File: config.mk
export PLATFORM = sky130hd
export DESIGN_NAME = game_sprite_control_flat
export DESIGN_NICKNAME = d
export VERILOG_FILES = /design/src/rtl/game_sprite_control_pkg.sv /design/src/rtl/game_sprite_control_if.sv /design/src/rtl/game_strobe_gen.sv /design/src/rtl/game_sprite_control.sv /design/src/flat_wrapper.sv
export SDC_FILE = /design/constraint.sdc
export NUM_CORES = 1
export LEC_CHECK = 0
export ABC_AREA = 1
export BUFFER_PORTS_ARGS = -buffer_cell sky130_fd_sc_hd__buf_2
export CAP_MARGIN = 15
export CORE_UTILIZATION = 42
export DETAILED_ROUTE_END_ITERATION = 12
export PLACE_DENSITY = 0.65
export REMOVE_ABC_BUFFERS = 1
export SETUP_SLACK_MARGIN = 0.5
export SLEW_MARGIN = 20
export SYNTH_ARGS = -nofsm -noshare
export SYNTH_HDL_FRONTEND = slang
export SYNTH_SLANG_ARGS = --single-unit
File: constraint.sdc
create_clock -name clk -period 4.28 [get_ports clk]
set_clock_uncertainty 0.1 [all_clocks]
set_input_delay 0.856 -clock clk [delete_from_list [all_inputs] [get_ports clk]]
set_output_delay 0.856 -clock clk [all_outputs]
set_load 0.02 [all_outputs]
File: src/rtl/game_sprite_control_pkg.sv
// Shared screen/sprite geometry for the sprite path: coordinate widths and the packed position type.
// The `X_WIDTH/`Y_WIDTH defaults live here so every file that imports the package sees the same values.
`ifndef GAME_CONFIG_VH
`define GAME_CONFIG_VH
`define SCREEN_WIDTH  640
`define SCREEN_HEIGHT 480
`define X_WIDTH       10
`define Y_WIDTH       10
`endif

package game_sprite_control_pkg;

  localparam int X_W = `X_WIDTH;
  localparam int Y_W = `Y_WIDTH;

  typedef struct packed {
    logic [X_W-1:0] x;
    logic [Y_W-1:0] y;
  } sprite_pos_t;

endpackage

File: src/rtl/game_sprite_control_if.sv
// Write/position bundle between the game-logic FSM (master) and one sprite controller (slave).
interface game_sprite_control_if #(
  parameter int DX_WIDTH = 2,
  parameter int DY_WIDTH = 2
);
  import game_sprite_control_pkg::*;

  logic                sprite_write_xy;
  logic                sprite_write_dxy;
  logic [X_W-1:0]      sprite_write_x;
  logic [Y_W-1:0]      sprite_write_y;
  logic [DX_WIDTH-1:0] sprite_write_dx;
  logic [DY_WIDTH-1:0] sprite_write_dy;
  logic                sprite_enable_update;
  logic [X_W-1:0]      sprite_x;
  logic [Y_W-1:0]      sprite_y;
  logic                sprite_update_strobe;

  modport master (
    output sprite_write_xy, sprite_write_dxy, sprite_write_x, sprite_write_y,
           sprite_write_dx, sprite_write_dy, sprite_enable_update,
    input  sprite_x, sprite_y, sprite_update_strobe
  );

  modport slave (
    input  sprite_write_xy, sprite_write_dxy, sprite_write_x, sprite_write_y,
           sprite_write_dx, sprite_write_dy, sprite_enable_update,
    output sprite_x, sprite_y, sprite_update_strobe
  );
endinterface

File: src/rtl/game_strobe_gen.sv
// Free-running period counter: while enabled, raises a one-cycle combinational tick every PERIOD cycles.
module game_strobe_gen #(
  parameter int               WIDTH  = 22,
  parameter logic [WIDTH-1:0] PERIOD = 22'd2500000
) (
  input  logic clk,
  input  logic reset,
  input  logic enable,
  output logic strobe
);

  logic [WIDTH-1:0] cnt_q, cnt_d;
  logic             at_end;

  // PERIOD==1 makes at_end permanently true, giving a tick on every enabled cycle.
  assign at_end = (cnt_q == (PERIOD - WIDTH'(1)));
  assign strobe = enable && at_end;

  always_comb begin
    cnt_d = cnt_q;
    if (enable) begin
      cnt_d = at_end ? '0 : cnt_q + WIDTH'(1);
    end
  end

  always_ff @(posedge clk) begin
    if (!reset) begin
      cnt_q <= '0;
    end else begin
      cnt_q <= cnt_d;
    end
  end

endmodule

File: src/rtl/game_sprite_control.sv
// One sprite's position/velocity registers; position steps by velocity on each internal update tick.
module game_sprite_control
  import game_sprite_control_pkg::*;
#(
  parameter int                      DX_WIDTH      = 2,
  parameter int                      DY_WIDTH      = 2,
  parameter int                      STROBE_WIDTH  = 22,
  parameter logic [STROBE_WIDTH-1:0] STROBE_PERIOD = 22'd2500000
) (
  input  logic                  clk,
  input  logic                  reset,
  game_sprite_control_if.slave  sprite_if
);

  sprite_pos_t         pos_q, pos_d;
  logic [DX_WIDTH-1:0] dx_q, dx_d;
  logic [DY_WIDTH-1:0] dy_q, dy_d;
  logic                strobe_q;
  logic                tick;

  game_strobe_gen #(
    .WIDTH  (STROBE_WIDTH),
    .PERIOD (STROBE_PERIOD)
  ) u_strobe (
    .clk    (clk),
    .reset  (reset),
    .enable (sprite_if.sprite_enable_update),
    .strobe (tick)
  );

  // Velocity is sign-extended and added modulo the coordinate width; wrap-around is deliberate.
  always_comb begin
    pos_d = pos_q;
    dx_d  = dx_q;
    dy_d  = dy_q;
    if (tick) begin
      pos_d.x = pos_q.x + {{(X_W-DX_WIDTH){dx_q[DX_WIDTH-1]}}, dx_q};
      pos_d.y = pos_q.y + {{(Y_W-DY_WIDTH){dy_q[DY_WIDTH-1]}}, dy_q};
    end
    if (sprite_if.sprite_write_xy) begin
      pos_d.x = sprite_if.sprite_write_x;
      pos_d.y = sprite_if.sprite_write_y;
    end
    if (sprite_if.sprite_write_dxy) begin
      dx_d = sprite_if.sprite_write_dx;
      dy_d = sprite_if.sprite_write_dy;
    end
  end

  always_ff @(posedge clk) begin
    if (!reset) begin
      pos_q    <= '0;
      dx_q     <= '0;
      dy_q     <= '0;
      strobe_q <= 1'b0;
    end else begin
      pos_q    <= pos_d;
      dx_q     <= dx_d;
      dy_q     <= dy_d;
      strobe_q <= tick;
    end
  end

  assign sprite_if.sprite_x             = pos_q.x;
  assign sprite_if.sprite_y             = pos_q.y;
  assign sprite_if.sprite_update_strobe = strobe_q;

endmodule

File: src/flat_wrapper.sv
// flat-port wrapper written by rule: the top's interface ports become plain ports
module game_sprite_control_flat import game_sprite_control_pkg::*;
#(
  parameter int                      DX_WIDTH      = 2,
  parameter int                      DY_WIDTH      = 2,
  parameter int                      STROBE_WIDTH  = 22,
  parameter logic [STROBE_WIDTH-1:0] STROBE_PERIOD = 22'd2500000
)
  (clk, reset, sprite_if_sprite_write_xy, sprite_if_sprite_write_dxy, sprite_if_sprite_write_x, sprite_if_sprite_write_y, sprite_if_sprite_write_dx, sprite_if_sprite_write_dy, sprite_if_sprite_enable_update, sprite_if_sprite_x, sprite_if_sprite_y, sprite_if_sprite_update_strobe);
  game_sprite_control_if #(.DX_WIDTH(DX_WIDTH), .DY_WIDTH(DY_WIDTH)) sprite_if_i ();
  input  logic clk;
  input  logic reset;
  input wire logic [$bits(sprite_if_i.sprite_write_xy)-1:0] sprite_if_sprite_write_xy;
  input wire logic [$bits(sprite_if_i.sprite_write_dxy)-1:0] sprite_if_sprite_write_dxy;
  input wire logic [$bits(sprite_if_i.sprite_write_x)-1:0] sprite_if_sprite_write_x;
  input wire logic [$bits(sprite_if_i.sprite_write_y)-1:0] sprite_if_sprite_write_y;
  input wire logic [$bits(sprite_if_i.sprite_write_dx)-1:0] sprite_if_sprite_write_dx;
  input wire logic [$bits(sprite_if_i.sprite_write_dy)-1:0] sprite_if_sprite_write_dy;
  input wire logic [$bits(sprite_if_i.sprite_enable_update)-1:0] sprite_if_sprite_enable_update;
  output wire logic [$bits(sprite_if_i.sprite_x)-1:0] sprite_if_sprite_x;
  output wire logic [$bits(sprite_if_i.sprite_y)-1:0] sprite_if_sprite_y;
  output wire logic [$bits(sprite_if_i.sprite_update_strobe)-1:0] sprite_if_sprite_update_strobe;
  assign sprite_if_i.sprite_write_xy = sprite_if_sprite_write_xy;
  assign sprite_if_i.sprite_write_dxy = sprite_if_sprite_write_dxy;
  assign sprite_if_i.sprite_write_x = sprite_if_sprite_write_x;
  assign sprite_if_i.sprite_write_y = sprite_if_sprite_write_y;
  assign sprite_if_i.sprite_write_dx = sprite_if_sprite_write_dx;
  assign sprite_if_i.sprite_write_dy = sprite_if_sprite_write_dy;
  assign sprite_if_i.sprite_enable_update = sprite_if_sprite_enable_update;
  assign sprite_if_sprite_x = sprite_if_i.sprite_x;
  assign sprite_if_sprite_y = sprite_if_i.sprite_y;
  assign sprite_if_sprite_update_strobe = sprite_if_i.sprite_update_strobe;
  game_sprite_control #(.DX_WIDTH(DX_WIDTH), .DY_WIDTH(DY_WIDTH), .STROBE_WIDTH(STROBE_WIDTH), .STROBE_PERIOD(STROBE_PERIOD)) u_core (.clk(clk), .reset(reset), .sprite_if(sprite_if_i));
endmodule
==> flow_summary_export.csv <==
group,metric,value,unit
sta,fin_setup_tns,0,ns
synthesis,synth_ff_type,"dfxtp_1",
clock_tree,root_buffer,"clkbuf_8",
clock_tree,cts_resized,0,
sta,max_freq,0.4225,GHz
layout,num-fill-cells,837,
clock_tree,cts-hold-fix-buffers,0,
sta,whs,0.4124,ns
synthesis,synth_top_area_share,27.24,%
synthesis,synthArstFlopShare,0,%
global_routing,overflow,0,
routing,wirelength,8648,um
sta,max_slew_margin,43.10,%
setup_path,arrival,2.48,ns
setup_path,startpoint_type,"primary input",
floorplanning,num_io_pins,50,
synthesis,synth_cell_types,37,
floorplanning,start_util,44.02,%
synthesis,yosysWarnings,0,
clock_tree,cts_buffer_depth,2,
sta,fin_crit_sh,55.30,%
global_routing,antenna_found_initial,0,
pwr,vdd_drop_max,0.1760,mV
layout,final_common_cell,"nand2_1",
pwr,p_per_area,262.6,nW/um2
routing,drc,0,
setup_path,critPathMaxFanout,25,
sta,rsz0062_at_grt,"no",
synthesis,synthCells,556,
setup_path,worstPathRequired,4.40,ns
clock_tree,numCtsBuffers,5,
setup_path,crit_path_end_kind,"register",
synthesis,post-synth-top-area-cell,"dfxtp_1",
routing,drtIter0Drc,206,
pwr,leakagePower,1.837,nW
global_routing,grt_pass1_vias,3216,
clock_tree,post_cts_buffers,0,
floorplanning,die_area,8591,um2
routing,vias_per_cell,4.936,
sta,slew_viol_final,0,
floorplanning,core,7848,um2
place,gp_congestion,0.8795,
sta,min_period,2.367,ns
sta,setup_viol,0,
place,port_buffers,49,
routing,num_vias,3460,
setup_path,criticalPathCategory,"in2reg",
floorplanning,std_cell_rows,32,
synthesis,syn_area,3455,um2
layout,syn_to_final_growth,11.34,%
run,cap_violations,0,
place,post-dp-hpwl,6783,um
clock_tree,insertion_delay,0.30,ns
layout,nNetsFinal,649,
global_routing,grt_pass1_wl,14790,um
layout,multiInputGateArea,2178,um2
pwr,power,1.010,mW
routing,ant_nets,0,
synthesis,yosysSeqAreaShare,27.24,%
synthesis,synthTopCellsByArea,"dfxtp_1 27%, nand2_1 19%, nor2_1 8.3%",
clock_tree,cts.sinks,47,
sta,tightest_slew,0.8526,ns
clock_tree,clk_pin_slew_worst_paths,0.09,ns
synthesis,yosys_register_bits,47,
global_routing,globalRouteTotalUtil,21.34,%
routing,dr.pass1.iters,5,
run_status,outcome,"finished, final reports clean",
layout,ff_latch_area,940.9,um2
clock_tree,htree_levels,2,
floorplanning,dieWidth,92.69,um
floorplanning,die_y,92.69,um
clock_tree,tritoncts,"done",
hold_path,holdCritPathClass,"reg2reg",
layout,diodes,0,
layout,drive_gt1_share,13.86,%
synthesis,syn_area_per_cell,6.213,um2
layout,layout_common_cells,"171 x nand2_1, 76 x nor2_1, 65 x inv_1",
synthesis,synth-edff-count,0,
global_routing,grt_max_degree,26,
sta,hold_viol_final,0,
routing,wl_per_cell,12.34,um
## logic make-up (layout without fill, tap and decap cells)
family	after synthesis	after routing	synth area share, %
simple gates	343	343	44.08
buf+inv	80	123	9.706
compound gates	57	57	8.874
flops	47	47	27.24
fa+ha+maj	21	21	8.041
xor+xnor	7	7	1.775
mux	1	1	0.2898
## state kept, by name, indices dropped and copies added, names as in the netlist
register and cells:
u_core.sprite_if.sprite_x 10, u_core.dx_q 2, u_core.u_strobe.cnt_q 22, u_core.sprite_if.sprite_update_strobe 1
u_core.sprite_if.sprite_y 10, u_core.dy_q 2
## critical path, stage by stage
cell and delay (ns):
buf_2 0.23, inv_1 0.68, nand2_4 0.24, inv_2 0.25
nand2_1 0.09, a21oi_1 0.14
## layout make-up
| cell class | count | share of cell area, % |
|---|---|---|
| inverter | 67 | 6.539 |
| sequential | 47 | 24.46 |
| clock inverter | 1 | 0.7807 |
| clock buffer | 6 | 1.887 |
| timing repair buffer | 49 | 6.376 |
| multi-input combinational | 429 | 56.64 |
| tap | 102 | 3.318 |
## report_power, final
group	total [mW]	internal [mW]	switching [mW]
sequential	0.477	0.455	0.0226
clock	0.321	0.172	0.149
combinational	0.212	0.0808	0.131
## path summary, 6_finish.rpt
path	startpoint	endpoint	slack, ns	cells after the start
worst max-delay path	sprite_if_sprite_write_xy	u_core.sprite_if.sprite_x[7]	1.91	6
worst max register to register	u_core.u_strobe.cnt_q[0]	u_core.u_strobe.cnt_q[16]	2.08	9
worst min-delay path	u_core.sprite_if.sprite_y[5]	u_core.sprite_if.sprite_y[5]	0.41	2
worst min register to register	u_core.sprite_if.sprite_y[5]	u_core.sprite_if.sprite_y[5]	0.41	2
## synthesized netlist by cell type (4+ instances only)
cell	count
a21oi_1	34
a21oi_2	4
clkbuf_1	5
dfxtp_1	47
ha_1	19
inv_1	65
nand2_1	171
nand3_1	51
nand3b_1	5
nand4_1	8
nor2_1	76
nor2_2	6
nor3_1	6
o21ai_0	12
o21ai_1	4
or2_2	6
xor2_1	4
## layer usage
layer | routed length (um) | track usage, % | part of all wire [%] | vias to the layer above
met5 | 0 | 0 | 0 | -
met4 | 116 | 5.641 | 1.3 | 0
li1 | - | - | - | 1858
met3 | 272 | 2.545 | 3.1 | 8
met1 | 4567 | 30.35 | 53 | 1538
met2 | 3691 | 34.07 | 43 | 56
## through the flow
stage	utilization [%]	instance area [um2]	cells	worst slack, ns
after floorplan	-	3371	543	2.236
after detailed placement	47.70	3744	694	1.604
after global routing	49.01	3846	701	1.727
after global placement	47.70	3744	694	1.707
after CTS	49.01	3846	701	1.924
final	49.01	3846	701	1.913
Note: power is estimated with default switching activity, not from simulation.
